===== config.mk =====
export PLATFORM = sky130hd
export DESIGN_NAME = signal_lamp_monitor
export DESIGN_NICKNAME = d
export VERILOG_FILES = /design/src/rtl/tl_pkg.sv /design/src/rtl/tl_conflict_check.sv /design/src/rtl/signal_lamp_monitor.sv
export SDC_FILE = /design/constraint.sdc
export NUM_CORES = 1
export LEC_CHECK = 0
export ABC_AREA = 1
export CORE_UTILIZATION = 30
export DETAILED_ROUTE_END_ITERATION = 7
export GPL_ROUTABILITY_DRIVEN = 0
export SETUP_SLACK_MARGIN = 0.15
export SLEW_MARGIN = 20
export SYNTH_ARGS = -nofsm -noshare
export SYNTH_HDL_FRONTEND = slang
export SYNTH_SLANG_ARGS = --single-unit

===== constraint.sdc =====
create_clock -name clk -period 2.3 [get_ports clk]
set_clock_uncertainty 0.1 [all_clocks]
set_input_delay 0.575 -clock clk [delete_from_list [all_inputs] [get_ports clk]]
set_output_delay 0.575 -clock clk [all_outputs]
set_load 0.02 [all_outputs]

===== src/rtl/tl_pkg.sv =====
// Shared definitions for the T-intersection signal path.
//   RED/YEL/GRN : 3-bit lamp codes {red,yellow,green}
//   state_t     : lamp monitor operating states
//   is_go()     : true when a code grants right-of-way (yellow or green)
package tl_pkg;
  localparam logic [2:0] RED = 3'b100;
  localparam logic [2:0] YEL = 3'b010;
  localparam logic [2:0] GRN = 3'b001;

  typedef enum logic [1:0] {
    STARTUP = 2'd0,
    NORMAL  = 2'd1,
    FLASH   = 2'd2,
    RECOVER = 2'd3
  } state_t;

  function automatic logic is_go(input logic [2:0] c);
    return (c == YEL) || (c == GRN);
  endfunction
endpackage


===== src/rtl/tl_conflict_check.sv =====
// Combinational sanity check of the four approach codes.
//   ls, br, lr, rb : controller light codes
//   invalid        : some code is not exactly one-hot
//   conflict       : right-of-way granted to incompatible approaches
//                    (legal go-sets: subsets of {LS,RB}, {LS,LR}, {BR})
module tl_conflict_check
  import tl_pkg::*;
(
  input  logic [2:0] ls,
  input  logic [2:0] br,
  input  logic [2:0] lr,
  input  logic [2:0] rb,
  output logic       invalid,
  output logic       conflict
);
  function automatic logic onehot3(input logic [2:0] c);
    return (c == RED) || (c == YEL) || (c == GRN);
  endfunction

  assign invalid  = !(onehot3(ls) && onehot3(br) && onehot3(lr) && onehot3(rb));
  assign conflict = (is_go(br) && (is_go(ls) || is_go(lr) || is_go(rb))) ||
                    (is_go(lr) && is_go(rb));
endmodule


===== src/rtl/signal_lamp_monitor.sv =====
// Safety stage between the phase controller and the lamp drivers.
// Registers the four light codes to the lamps, holds all-red at startup and
// after a fault clear, and latches a flashing-red fail-safe on filtered
// invalid/conflicting codes.
//   clk, rst               : clock, async active-high reset
//   light_*_in             : controller codes per approach
//   clear_fault            : request to leave FLASH (honoured only if inputs good)
//   lamp_*                 : registered lamp drive
//   fault                  : high while in FLASH
//   fault_code             : {conflict, invalid} latched at fault entry
module signal_lamp_monitor
  import tl_pkg::*;
#(
  parameter int FILTER_CYC  = 2,
  parameter int STARTUP_CYC = 4,
  parameter int FLASH_HALF  = 3
) (
  input  logic       clk,
  input  logic       rst,
  input  logic [2:0] light_LS_in,
  input  logic [2:0] light_BR_in,
  input  logic [2:0] light_LR_in,
  input  logic [2:0] light_RB_in,
  input  logic       clear_fault,
  output logic [2:0] lamp_LS,
  output logic [2:0] lamp_BR,
  output logic [2:0] lamp_LR,
  output logic [2:0] lamp_RB,
  output logic       fault,
  output logic [1:0] fault_code
);
  localparam int MAXP = (FILTER_CYC > STARTUP_CYC) ?
                        ((FILTER_CYC  > FLASH_HALF) ? FILTER_CYC  : FLASH_HALF) :
                        ((STARTUP_CYC > FLASH_HALF) ? STARTUP_CYC : FLASH_HALF);
  localparam int CW = $clog2(MAXP) + 1;
  localparam logic [CW-1:0] ONE    = CW'(1);
  localparam logic [CW-1:0] F_MAX  = CW'(FILTER_CYC);
  localparam logic [CW-1:0] F_LAST = CW'(FILTER_CYC - 1);
  localparam logic [CW-1:0] S_LAST = CW'(STARTUP_CYC - 1);
  localparam logic [CW-1:0] H_LAST = CW'(FLASH_HALF - 1);
  localparam logic [11:0]   ALL_RED = {4{RED}};

  state_t        state, state_nx;
  logic [CW-1:0] scnt, scnt_nx;   // startup / recover hold
  logic [CW-1:0] fcnt, fcnt_nx;   // consecutive bad cycles
  logic [CW-1:0] hcnt, hcnt_nx;   // flash half-period
  logic          phase, phase_nx;
  logic [11:0]   lamps, lamps_nx;
  logic [1:0]    code_nx;
  logic          invalid, conflict, bad, latch;
  logic [11:0]   lights;

  assign lights = {light_LS_in, light_BR_in, light_LR_in, light_RB_in};

  tl_conflict_check u_chk (
    .ls       (light_LS_in),
    .br       (light_BR_in),
    .lr       (light_LR_in),
    .rb       (light_RB_in),
    .invalid  (invalid),
    .conflict (conflict)
  );

  assign bad   = invalid | conflict;
  assign latch = bad && (fcnt == F_LAST);

  always_comb begin
    state_nx = state;
    scnt_nx  = scnt;
    fcnt_nx  = bad ? ((fcnt == F_MAX) ? fcnt : fcnt + ONE) : '0;
    hcnt_nx  = hcnt;
    phase_nx = phase;
    code_nx  = fault_code;
    lamps_nx = ALL_RED;
    case (state)
      STARTUP: begin
        fcnt_nx = '0;
        if (scnt >= S_LAST) begin
          state_nx = NORMAL;
          scnt_nx  = '0;
        end else begin
          scnt_nx = scnt + ONE;
        end
      end
      NORMAL: begin
        if (latch) begin
          // The latching cycle counts as the first red cycle of the flash.
          state_nx = FLASH;
          code_nx  = {conflict, invalid};
          phase_nx = 1'b1;
          hcnt_nx  = ONE;
        end else begin
          lamps_nx = lights;
        end
      end
      FLASH: begin
        lamps_nx = {4{phase, 2'b00}};
        if (hcnt >= H_LAST) begin
          hcnt_nx  = '0;
          phase_nx = ~phase;
        end else begin
          hcnt_nx = hcnt + ONE;
        end
        if (clear_fault && !bad) begin
          state_nx = RECOVER;
          code_nx  = 2'b00;
          scnt_nx  = '0;
        end
      end
      RECOVER: begin
        if (latch) begin
          state_nx = FLASH;
          code_nx  = {conflict, invalid};
          phase_nx = 1'b1;
          hcnt_nx  = ONE;
        end else if (scnt >= S_LAST) begin
          state_nx = NORMAL;
          scnt_nx  = '0;
        end else begin
          scnt_nx = scnt + ONE;
        end
      end
      default: begin
        state_nx = FLASH;
        code_nx  = 2'b11;
        phase_nx = 1'b1;
        hcnt_nx  = ONE;
      end
    endcase
  end

  always_ff @(posedge clk or posedge rst) begin
    if (rst) begin
      state      <= STARTUP;
      scnt       <= '0;
      fcnt       <= '0;
      hcnt       <= '0;
      phase      <= 1'b1;
      lamps      <= ALL_RED;
      fault_code <= 2'b00;
    end else begin
      state      <= state_nx;
      scnt       <= scnt_nx;
      fcnt       <= fcnt_nx;
      hcnt       <= hcnt_nx;
      phase      <= phase_nx;
      lamps      <= lamps_nx;
      fault_code <= code_nx;
    end
  end

  assign {lamp_LS, lamp_BR, lamp_LR, lamp_RB} = lamps;
  assign fault = (state == FLASH);
endmodule


Word-level counts from Yosys, hierarchy flattened. Cells that the tools add are included. Widths: inputs -> output; s select.

Flip-flop bits (word level): 26. Input bits: 15. Logic and storage cells: 93.

Add/sub/neg operators: 3. $lt $le $gt $ge: 2. Eq/ne operators: 23. Muxes and demuxes: 23. Bitwise gates (word level): 2. Reduce and logical (&&, ||, !) cells: 33.

Operators by type and width (number): $mux 3 (8); $pmux 12 s2 (1); $eq 3x1->1 const B (5); $eq 3x2->1 const B (5); $logic_or 1x1->1 (15); $eq 3x3->1 const B (4); $mux 12 (1); $mux 2 (6); $add 3x1->3 const B (3); $pmux 3 s3 (1); $reduce_and 3->1 (3); $pmux 2 s4 (1); $logic_and 1x1->1 (7); $ge 3x2->1 const B (2); $ne 2x1->1 const B (3); $pmux 3 s2 (1); $eq 2x2->1 const B (2); $ne 2x2->1 const B (2); $pmux 2 s2 (1); $reduce_and 2->1 (2); $ne 3x2->1 const B (1); $reduce_bool 3->1 (1); $eq 2x1->1 const B (1); $logic_not 1->1 (2); 7 further kinds (8).

Depth between registers and ports, before layout. Gate-level depths: netlist of run 1.

Depth in word-level cells: 12. Mapped depth: 14. Mapped depth without buffers: 14.

Hierarchy. From an unflattened synthesis of run 1, not the netlist that was laid out.

Cell total of the unflattened synthesis: 198. Area, all modules: 1519.0 sq um.

Modules (own cells, without submodules): signal_lamp_monitor (instances 1, cells each 155, area an instance 1327.5 sq um, seq. area each 656.9 sq um); tl_conflict_check (instances 1, cells each 43, area an instance 191.4 sq um, seq. area each 0.0 sq um).

Worst setup path after synthesis of run 1. Ideal clock, no wire load.

Path kind: input to register. From: in light_LR_in[0]. To: reg state[0]. Data arrival time: 1454 ps. Required time: 2087 ps. Setup slack: 633 ps. Cell stages on the path: 12. Buffers on the path: 0. Cells stage by stage: nor2_4 nand2_1 o21ai_2 nand2_2 nor2_8 nand2_8 nand2_8 nand2_4 nand3_1 nand2_1 nand2_1 inv_1.

Cells in the longest elaborated chain, start to end: 11. Elaborated cells between the ends (all ways): 23. Classes of those cells: eq/ne: 5; mux: 2; bitwise: 1; reduce/logical: 15.

Ends and longest elaborated chain: from (decl) (line signal_lamp_monitor.sv:22) `input logic [2:0] light_LR_in,`; $eq 3x3->1 (tied with other cells) (line tl_conflict_check.sv:17) `return (c == RED) || (c == YEL) || (c == GRN);`; $logic_or 1x1->1, on equally long branches (line tl_conflict_check.sv:17, tl_pkg.sv:18); $logic_or 1x1->1, on equally long branches (line tl_conflict_check.sv:17, tl_conflict_check.sv:21); $logic_and 1x1->1 / $logic_or 1x1->1 (equally long branches) (line tl_conflict_check.sv:20, tl_conflict_check.sv:21); $logic_and 1x1->1, on equally long branches (line tl_conflict_check.sv:20, tl_conflict_check.sv:21); $logic_not 1->1 / $logic_or 1x1->1 (equally long branches) (line tl_conflict_check.sv:20, tl_conflict_check.sv:21); $or 1x1->1 * (line signal_lamp_monitor.sv:64) `assign bad = invalid | conflict;`; $logic_not 1->1 (line signal_lamp_monitor.sv:104) `if (clear_fault && !bad) begin`; $logic_and 1x1->1 (line signal_lamp_monitor.sv:104); $ne 2x1->1 (no line); $reduce_and 2->1 (no line); to (signal assigned) (line signal_lamp_monitor.sv:142) `state <= state_nx;`; to (decl) (line signal_lamp_monitor.sv:43) `state_t state, state_nx;`.

Mark *: on every way between the ends. The rest lies on a longest branch, timed or not. A chain may end at the register's enable or synchronous reset.

Worst setup path after layout of run 1.
From: reg lamps[8]. To: out lamp_BR[2].

RTL lines: from (decl) (line signal_lamp_monitor.sv:48) `logic [11:0] lamps, lamps_nx;`; from (signal assigned) (line signal_lamp_monitor.sv:147) `lamps <= lamps_nx;`; to (decl) (line signal_lamp_monitor.sv:26) `output logic [2:0] lamp_BR,`.

No word-level cell between the ends.

==> results of run 1 <==
-- state kept, by name (all words and copies together) (netlist names) --
register and count:
phase 1, fcnt 3, state 2, hcnt 3, lamps 12, fault_code 2
scnt 3
-- layer usage --
metal / GRT usage / wire length, microns
met2: 0.198 / 1480
met1: 0.149 / 1490
met3: 0.0145 / 76
met5: 0 / 0
met4: 0.0481 / 42
-- cells in the mapped netlist --
cell       n
o21ai_4    1
nand3_2    5
nor3_1     2
nor2_8     1
nand3_1   11
dfstp_2    5
a21oi_1    4
nand2_1   31
o22ai_1    1
ha_1      11
inv_1     29
nand2_8    2
nand3_4    4
o21ai_1    9
nor2_1    15
nand4_1    3
dfrtp_1   21
inv_4      1
nand2_2    8
nand2_4    4
o21ai_0    9
and3_1     1
xnor2_1    1
o21ai_2    1
a21boi_0   1
inv_2      6
nor2_4     1
-- stage by stage --
step	hold WS, ps	instance area (sq um)	power, uW	utilization
detailed placement	393	2040	2300	0.394
global placement	376	2040	2280	0.394
global route	436	2090	2820	0.405
floorplan	356	1640	1850	-
CTS	408	2090	2600	0.405
finish	400	2090	2560	0.405
-- cell type report --
cell class / count / area (sq um)
Clock buffer: 4 / 55.1
Fill cell: 515 / 3080
Inverter: 36 / 138
Multi-Input combinational cell: 126 / 845
Sequential cell: 26 / 657
Tap cell: 70 / 87.6
Timing Repair Buffer: 32 / 312
-- how the worst min path moves through the flow --
stage / from / end / slack, ps / depth (start not counted)
finish: phase / phase / 400 / 2
global route: phase / phase / 440 / 2
CTS: phase / phase / 410 / 2
detailed placement: fault_code[1] / fault_code[1] / 390 / 2
global placement: phase / phase / 380 / 2
floorplan: phase / phase / 360 / 2
-- cell usage in the layout (no fill, tap or decap) --
master and instances:
buf_4 3, inv_4 1, ha_1 11, dfrtp_1 21, nand3_4 4, nor2_1 15
a21oi_1 4, dfstp_2 5, dlygate4sd2_1 1, o21ai_4 1, nand2_1 31, and3_1 1
o21ai_0 9, nand4_1 3, o21ai_2 1, nand3_1 11, clkbuf_8 4, nor3_1 2
nand2_8 2, o22ai_1 1, inv_2 7, nor2_8 1, clkdlybuf4s50_1 28, nand2_4 4
xnor2_1 1, o21ai_1 9, inv_1 28, nor2_4 1, nand3_2 5, nand2_2 8
a21boi_0 1
-- power by group through the flow --
stage | Sequential, uW | Clock, uW | Combinational, uW
final | 785 | 295 | 1480
after global routing | 808 | 329 | 1680
after CTS | 785 | 310 | 1510
after detailed placement | 793 | 0 | 1510
after global placement | 790 | 0 | 1490
after floorplan | 868 | 0 | 984
-- kinds of logic (layout without fill, tap and decap cells) --
| family | count (synthesis) | in the layout | share of synthesized area |
|---|---|---|---|
| xor gates and xnor gates | 1 | 1 | 0.00534 |
| and+or+nand+nor | 88 | 88 | 0.335 |
| adders and majority gates | 11 | 11 | 0.0840 |
| AOI/OAI and AO/OA | 26 | 26 | 0.0908 |
| DFF | 26 | 26 | 0.401 |
| buffers and inverters | 36 | 72 | 0.0840 |
-- repair_timing --
item	4_1_cts	5_1_grt
endpoints found under the setup margin	1	2
hold buffers	0	0
pin swaps	0	0
gates resized for setup	1	1
endpoints found under the hold margin	0	0
==> flow_summary.json, run 1 <==
{
  "tns_ps": 0,
  "syn_area_sq_um": 1640,
  "gr-total-overflow": 0,
  "seq_power_share": 0.306,
  "first_iter_violations": 42,
  "p_sw_frac": 0.446,
  "final_max_slew_viol_count": 0,
  "clk_pin_slew_ps": 90,
  "rsz0062_at_grt": "false",
  "fmax_mhz": 483,
  "syn_inst": 188,
  "timing_worst_setup_path_type": "register to primary output",
  "row_count": 26,
  "internal_power_uw": 1420,
  "cp-end-kind": "primary output",
  "root_buffer": "clkbuf_8",
  "synth.avg_cell_area_sq_um": 8.72,
  "die_y_microns": 75.9,
  "cts_sinks": 26,
  "crit_path_end": "lamp_BR[2]",
  "max_slew_margin": 0.770,
  "worstSkewPairLatency_ps": 270,
  "grt_start_max_net_pins": 27,
  "chipWidth_microns": 75.9,
  "path_cells": "clkdlybuf4s50_1",
  "detail_route.wl_per_cell_microns": 10.5,
  "finalSetupViolations": 0,
  "hold_path_class": "register to register",
  "h-tree-depth": 1,
  "fin_crit_sh": 0.899,
  "yosysWarnings": 0,
  "clockPowerShare": 0.115,
  "cts_tree": "yes",
  "coreArea_sq_um": 5170,
  "hpwl_mm": 2.45,
  "start_util": 0.317,
  "drc": 0,
  "syn-num-nets": 214,
  "ant_nets": 0,
  "power_leakage_uw": 0.00102,
  "outcome": "complete, no violations",
  "grt_usage": 0.117,
  "dp_slack_ps": 27.3,
  "grt_pass1_vias": 1282,
  "path_max_fanout": 1,
  "netlist.area_leader.share": 0.321,
  "startpoint": "lamps[8]",
  "grt_pass1_wl_mm": 5.53,
  "placed_cells": 290,
  "layout-drive-gt1-share": 0.210,
  "antenna_found_initial": 0,
  "cap_viol_max_count": 0,
  "yosysSeqAreaShare": 0.401,
  "fin_cells": 294,
  "ios": 30,
  "rr_startpoint": "state[1]",
  "worst_slew_pin_slew_ps": 341,
  "cp_num_cells": 1,
  "cts_setup_buffers": 0,
  "ff2ff_path_depth": 8,
  "ir_drop_uv": 410,
  "cts_buffer_depth": 2,
  "pwr-share-comb": 0.578,
  "rrSetupSlack_ps": 530,
  "fp.dieArea_sq_um": 5760,
  "drt-total-wl_mm": 3.09,
  "worst_setup_path_start_kind": "register",
  "area_growth_pct": 27.7,
  "total_switching_power_uw": 1140,
  "timing.final.hold_violations": 0,
  "crit_family": "buffers and inverters",
  "portBuffers": 29,
  "synthTopCellsByArea": "dfrtp_1 32%, ha_1 8.4%, dfstp_2 8.0%",
  "rr_endpoint": "fault_code[0]",
  "yosysUniqueCellTypes": 27,
  "fin_ws_ps": 232,
  "fin_crit_ps": 2070,
  "drt-vias-per-instance": 4.30,
  "cts_buffers": 3,
  "diodes": 0,
  "required_ps": 1620,
  "yosysTopAreaCell": "dfrtp_1",
  "drt_first_pass_iters": 4,
  "power_density_nw_per_um2": 1220,
  "vias": 1265,
  "cp_slowest_stage_delay_ps": 590,
  "fin_nets": 251,
  "synth-seq-cells": 26,
  "arrival_ps": 1390,
  "worst_path_max_delay_cell": "clkdlybuf4s50_1",
  "crit_buf_inv": 1
}
Note: power is estimated with default switching activity, not from simulation.
==> inputs of run 2 (changes only) <==
--- a/config.mk
+++ b/config.mk
@@ -6,9 +6,11 @@
 export NUM_CORES = 1
 export LEC_CHECK = 0
 export ABC_AREA = 1
+export CAP_MARGIN = 20
 export CORE_UTILIZATION = 30
 export DETAILED_ROUTE_END_ITERATION = 7
 export GPL_ROUTABILITY_DRIVEN = 0
+export PLACE_DENSITY = 0.62
 export SETUP_SLACK_MARGIN = 0.15
 export SLEW_MARGIN = 20
 export SYNTH_ARGS = -nofsm -noshare
==> run 2 against run 1 <==
  * Design area up 1.5%
  * Clock power increased by 31%
  * Critical path depth stayed put
  * Power increased by 3.7%
  * Utilization increased by 0.60 points
  * Die area unchanged
  * Highest routed layer unchanged
==> flow_summary.json, run 2 (synthesis results as in run 1) <==
{
  "first_iter_violations": 67,
  "coreArea_sq_um": 5170,
  "area_growth_pct": 29.6,
  "hold_buffers": 0,
  "grt_pass1_vias": 1284,
  "ff2ff_path_depth": 8,
  "hold_path_class": "register to register",
  "whs_path_depth": 2,
  "portBuffers": 29,
  "clk_pin_slew_ps": 100,
  "mostFrequentLayoutCell": "nand2_1",
  "hpwl_mm": 2.49,
  "crit_family": "buffers and inverters",
  "required_ps": 1620,
  "rrSetupSlack_ps": 540,
  "fin_crit_sh": 0.902,
  "timing_worst_setup_path_type": "register to primary output",
  "grt_usage": 0.125,
  "layout-drive-gt1-share": 0.213,
  "power_density_nw_per_um2": 1250,
  "holdWs_ps": 390,
  "holdPathEnd": "phase",
  "cts_sinks": 26,
  "fmax_mhz": 482,
  "ios": 30,
  "worst_slew_pin_slew_ps": 334,
  "finalSetupViolations": 0,
  "fp.dieArea_sq_um": 5760,
  "cap_viol_max_count": 0,
  "path_max_fanout": 1,
  "timing.final.hold_violations": 0,
  "crit_buf_inv": 1,
  "power_leakage_uw": 0.00106,
  "outcome": "complete, no violations",
  "cts_buffer_depth": 2,
  "die_y_microns": 75.9,
  "rsz0062_at_grt": "true",
  "chipWidth_microns": 75.9,
  "final_core_util": 0.411,
  "dp_slack_ps": -15.4,
  "row_count": 26,
  "max_slew_margin": 0.775,
  "ir_drop_uv": 534,
  "antenna_found_initial": 0,
  "cts_tree": "yes",
  "fin_nets": 252,
  "root_buffer": "clkbuf_8",
  "cp_slowest_stage_delay_ps": 600,
  "cts_buffers": 3,
  "drt-vias-per-instance": 4.40,
  "final_max_slew_viol_count": 0,
  "start_util": 0.317,
  "cp-end-kind": "primary output",
  "most-common-layout-cells": "31 x nand2_1, 28 x inv_1, 25 x clkdlybuf4s50_1",
  "worst_path_max_delay_cell": "clkdlybuf4s50_1",
  "arrival_ps": 1400,
  "path_cells": "clkdlybuf4s50_1",
  "vias": 1297,
  "worst_setup_path_start_kind": "register",
  "top_register": "lamps",
  "largest_register_ffs": 12,
  "rr_endpoint": "state[0]",
  "fin_ws_ps": 226,
  "grt_start_max_net_pins": 27,
  "drt-total-wl_mm": 3.21,
  "hp-start": "phase",
  "grt_pass1_wl_mm": 5.82,
  "drt_first_pass_iters": 5,
  "rr_startpoint": "state[1]",
  "h-tree-depth": 1,
  "diodes": 0,
  "ant_nets": 0,
  "detail_route.wl_per_cell_microns": 10.9,
  "worstSkewPairLatency_ps": 270,
  "fin_crit_ps": 2070,
  "drc": 0,
  "total_power_uw": 2660,
  "gr-total-overflow": 0
}
==> run 2: area by class of cell <==
cell class	count	area, sq um
sequential	26	657
timing repair buffer	33	327
tap	70	87.6
clock buffer	3	41.3
multi-input combinational	126	845
clock inverter	1	30.0
fill	502	3050
inverter	36	138
==> run 2: how the worst max path moves through the flow <==
| stage | to | slack (ps) | cells past startpoint | from |
|---|---|---|---|---|
| 5_1_grt | state[0] | 140 | 14 | light_RB_in[0] |
| 3_3_place_gp | state[0] | 1 | 13 | light_LR_in[1] |
| 2_1_floorplan | state[0] | 630 | 12 | light_LR_in[0] |
| 6_report | lamp_LR[2] | 230 | 1 | lamps[5] |
| 3_5_place_dp | state[0] | -20 | 13 | light_LR_in[1] |
| 4_1_cts | fault | 190 | 3 | state[0] |
==> run 2: what timing repair did <==
action                     CTS  global route
pin swaps                    0             2
cloned                       0             0
gates resized for setup      1             4
buffers inserted             0             1
setup endpoints to repair    1             2
==> run 2: stage by stage <==
step                      setup TNS, ps  instance area, sq um  cells
after global routing                  0                  2120    295
after CTS                             0                  2110    294
after detailed placement          -15.9                  2040    290
final                                 0                  2120    295
after floorplan                       0                  1640    188
after global placement                0                  2040    290
==> run 2: per-layer routing <==
metal,GRT usage,up-vias,wire (microns)
met1,0.153,595,1460
met2,0.217,30,1570
met4,0.0346,0,44
li1,-,668,-
met3,0.0325,4,138
met5,0,-,0
==> run 2: power breakdown <==
part | leakage [uW] | internal [uW] | switching, uW
sequential | 0.000331 | 670 | 108
clock | 0.0000357 | 233 | 152
combinational | 0.000694 | 601 | 893
total | 0.00106 | 1500 | 1150
==> inputs of run 3 (changes only) <==
--- a/config.mk
+++ b/config.mk
@@ -7,6 +7,7 @@
 export LEC_CHECK = 0
 export ABC_AREA = 1
 export CAP_MARGIN = 20
+export CORE_MARGIN = 3
 export CORE_UTILIZATION = 30
 export DETAILED_ROUTE_END_ITERATION = 7
 export GPL_ROUTABILITY_DRIVEN = 0
==> run 3 against run 2 <==
  * Worst setup slack improved by 9.1 ps
  * Hold slack better by 2.3 ps
  * Via count shrank 2.9%
  * Critical endpoint is now lamp_BR[2]
  * Global-route usage down 2.1 points
==> flow_summary.json, run 3 (synthesis results as in run 1) <==
{
  "fmax_mhz": 484,
  "fin_nets": 251,
  "detail_route.wl_per_cell_microns": 10.4,
  "crit_path_end": "lamp_BR[2]",
  "mostFrequentLayoutCell": "nand2_1",
  "worst_slew_pin_slew_ps": 363,
  "hold_path_class": "register to register",
  "startpoint": "lamps[8]",
  "drc": 0,
  "fin_cells": 294,
  "die_y_microns": 79.9,
  "cts_buffers": 3,
  "area_growth_pct": 27.7,
  "rsz0062_at_grt": "false",
  "start_util": 0.315,
  "final_max_slew_viol_count": 0,
  "drt-total-wl_mm": 3.07,
  "rr_startpoint": "state[1]",
  "drt_first_pass_iters": 4,
  "gr-total-overflow": 0,
  "cts_tree": "yes",
  "hpwl_mm": 2.44,
  "arrival_ps": 1390,
  "power_density_nw_per_um2": 1230,
  "ant_nets": 0,
  "top_usage_layer": "met2",
  "fin_crit_ps": 2070,
  "crit_buf_inv": 1,
  "fp.dieArea_sq_um": 6390,
  "cp-end-kind": "primary output",
  "vias": 1259,
  "grt_use_met3": 0.0226,
  "outcome": "complete, no violations",
  "row_count": 26,
  "cp_num_cells": 1,
  "h-tree-depth": 1,
  "coreArea_sq_um": 5200,
  "cap_viol_max_count": 0,
  "largest_register_ffs": 12,
  "grt_usage": 0.104,
  "grt_pass1_wl_mm": 5.26,
  "path_max_fanout": 1,
  "top_register": "lamps",
  "antenna_found_initial": 0,
  "crit_family": "buffers and inverters",
  "timing_worst_setup_path_type": "register to primary output",
  "worst_setup_path_start_kind": "register",
  "most-common-layout-cells": "31 x nand2_1, 28 x inv_1, 28 x clkdlybuf4s50_1",
  "cts_buffer_depth": 2,
  "worst_path_max_delay_cell": "clkdlybuf4s50_1",
  "first_iter_violations": 42,
  "path_cells": "clkdlybuf4s50_1",
  "drt-vias-per-instance": 4.28,
  "met2_usage": 0.167,
  "power_leakage_uw": 0.00102,
  "root_buffer": "clkbuf_8",
  "cp_slowest_stage_delay_ps": 590,
  "met1_usage": 0.140,
  "required_ps": 1620,
  "grt_pass1_vias": 1158,
  "holdWs_ps": 392,
  "finalSetupViolations": 0,
  "ios": 30,
  "fin_crit_sh": 0.898,
  "placed_cells": 290,
  "ir_drop_uv": 432,
  "clk_pin_slew_ps": 90,
  "cts_sinks": 26,
  "ff2ff_path_depth": 8,
  "rr_endpoint": "fault_code[0]",
  "chipWidth_microns": 79.9,
  "max_slew_margin": 0.756,
  "rrSetupSlack_ps": 520,
  "grt_start_max_net_pins": 27,
  "tns_ps": 0,
  "worstSkewPairLatency_ps": 270,
  "layout-drive-gt1-share": 0.210,
  "diodes": 0,
  "portBuffers": 29,
  "timing.final.hold_violations": 0
}
==> run 3: changes by cell type in the layout (fill, tap and decap cells not counted) <==
cell | before | now
buf_4 | 4 | 3
bufinv_16 | 1 | 0
clkbuf_8 | 3 | 4
clkdlybuf4s50_1 | 25 | 28
dlymetal6s2s_1 | 3 | 0
==> run 3: what timing repair did <==
| item | 4_1_cts | 5_1_grt |
|---|---|---|
| gates resized for setup | 2 | 0 |
| hold buffers | 0 | 0 |
| setup endpoints to repair | 1 | 0 |
| buffers inserted | 0 | 0 |
==> run 3: where the power goes <==
| group | switching, uW | internal, uW | total, uW |
|---|---|---|---|
| Clock | 144 | 153 | 297 |
| Combinational | 891 | 596 | 1490 |
| Sequential | 114 | 671 | 784 |
==> run 3: metrics by stage <==
step | total power, uW | area [sq um] | worst slack, ps | util
after floorplan | 1850 | 1640 | 633 | -
after global placement | 2280 | 2040 | 46.5 | 0.392
after detailed placement | 2300 | 2040 | 24.4 | 0.392
after CTS | 2600 | 2090 | 215 | 0.402
after global routing | 2820 | 2090 | 189 | 0.402
final | 2570 | 2090 | 235 | 0.402
==> run 3: worst min-delay path by stage <==
stage	startpoint	end	slack, ps	cells past startpoint
finish	phase	phase	390	2
global route	phase	phase	440	2
CTS	phase	phase	400	2
detailed placement	phase	phase	380	2
global placement	phase	phase	370	2
floorplan	phase	phase	360	2
==> run 3: per-layer routing <==
layer / vias to the layer above / share of wire / routed length (microns)
li1: 671 / - / -
met4: 0 / 0.0081 / 25
met1: 560 / 0.48 / 1490
met2: 26 / 0.47 / 1440
met5: - / 0 / 0
met3: 2 / 0.039 / 119
==> run 3: area by class of cell <==
cell class                 count  area [sq um]
clock buffer                   4          55.1
fill                         508          3110
inverter                      36           138
multi-input combinational    126           845
sequential                    26           657
tap                           70          87.6
timing repair buffer          32           312
==> run 3: worst register-to-register path, cell delays in order (launching register included) <==
cell and delay [ps]:
dfrtp_1 470, inv_1 110, ha_1 290, nor2_1 230, inv_1 160, nand2_4 120
nand3_4 70, nand2_1 70, o21ai_1 50
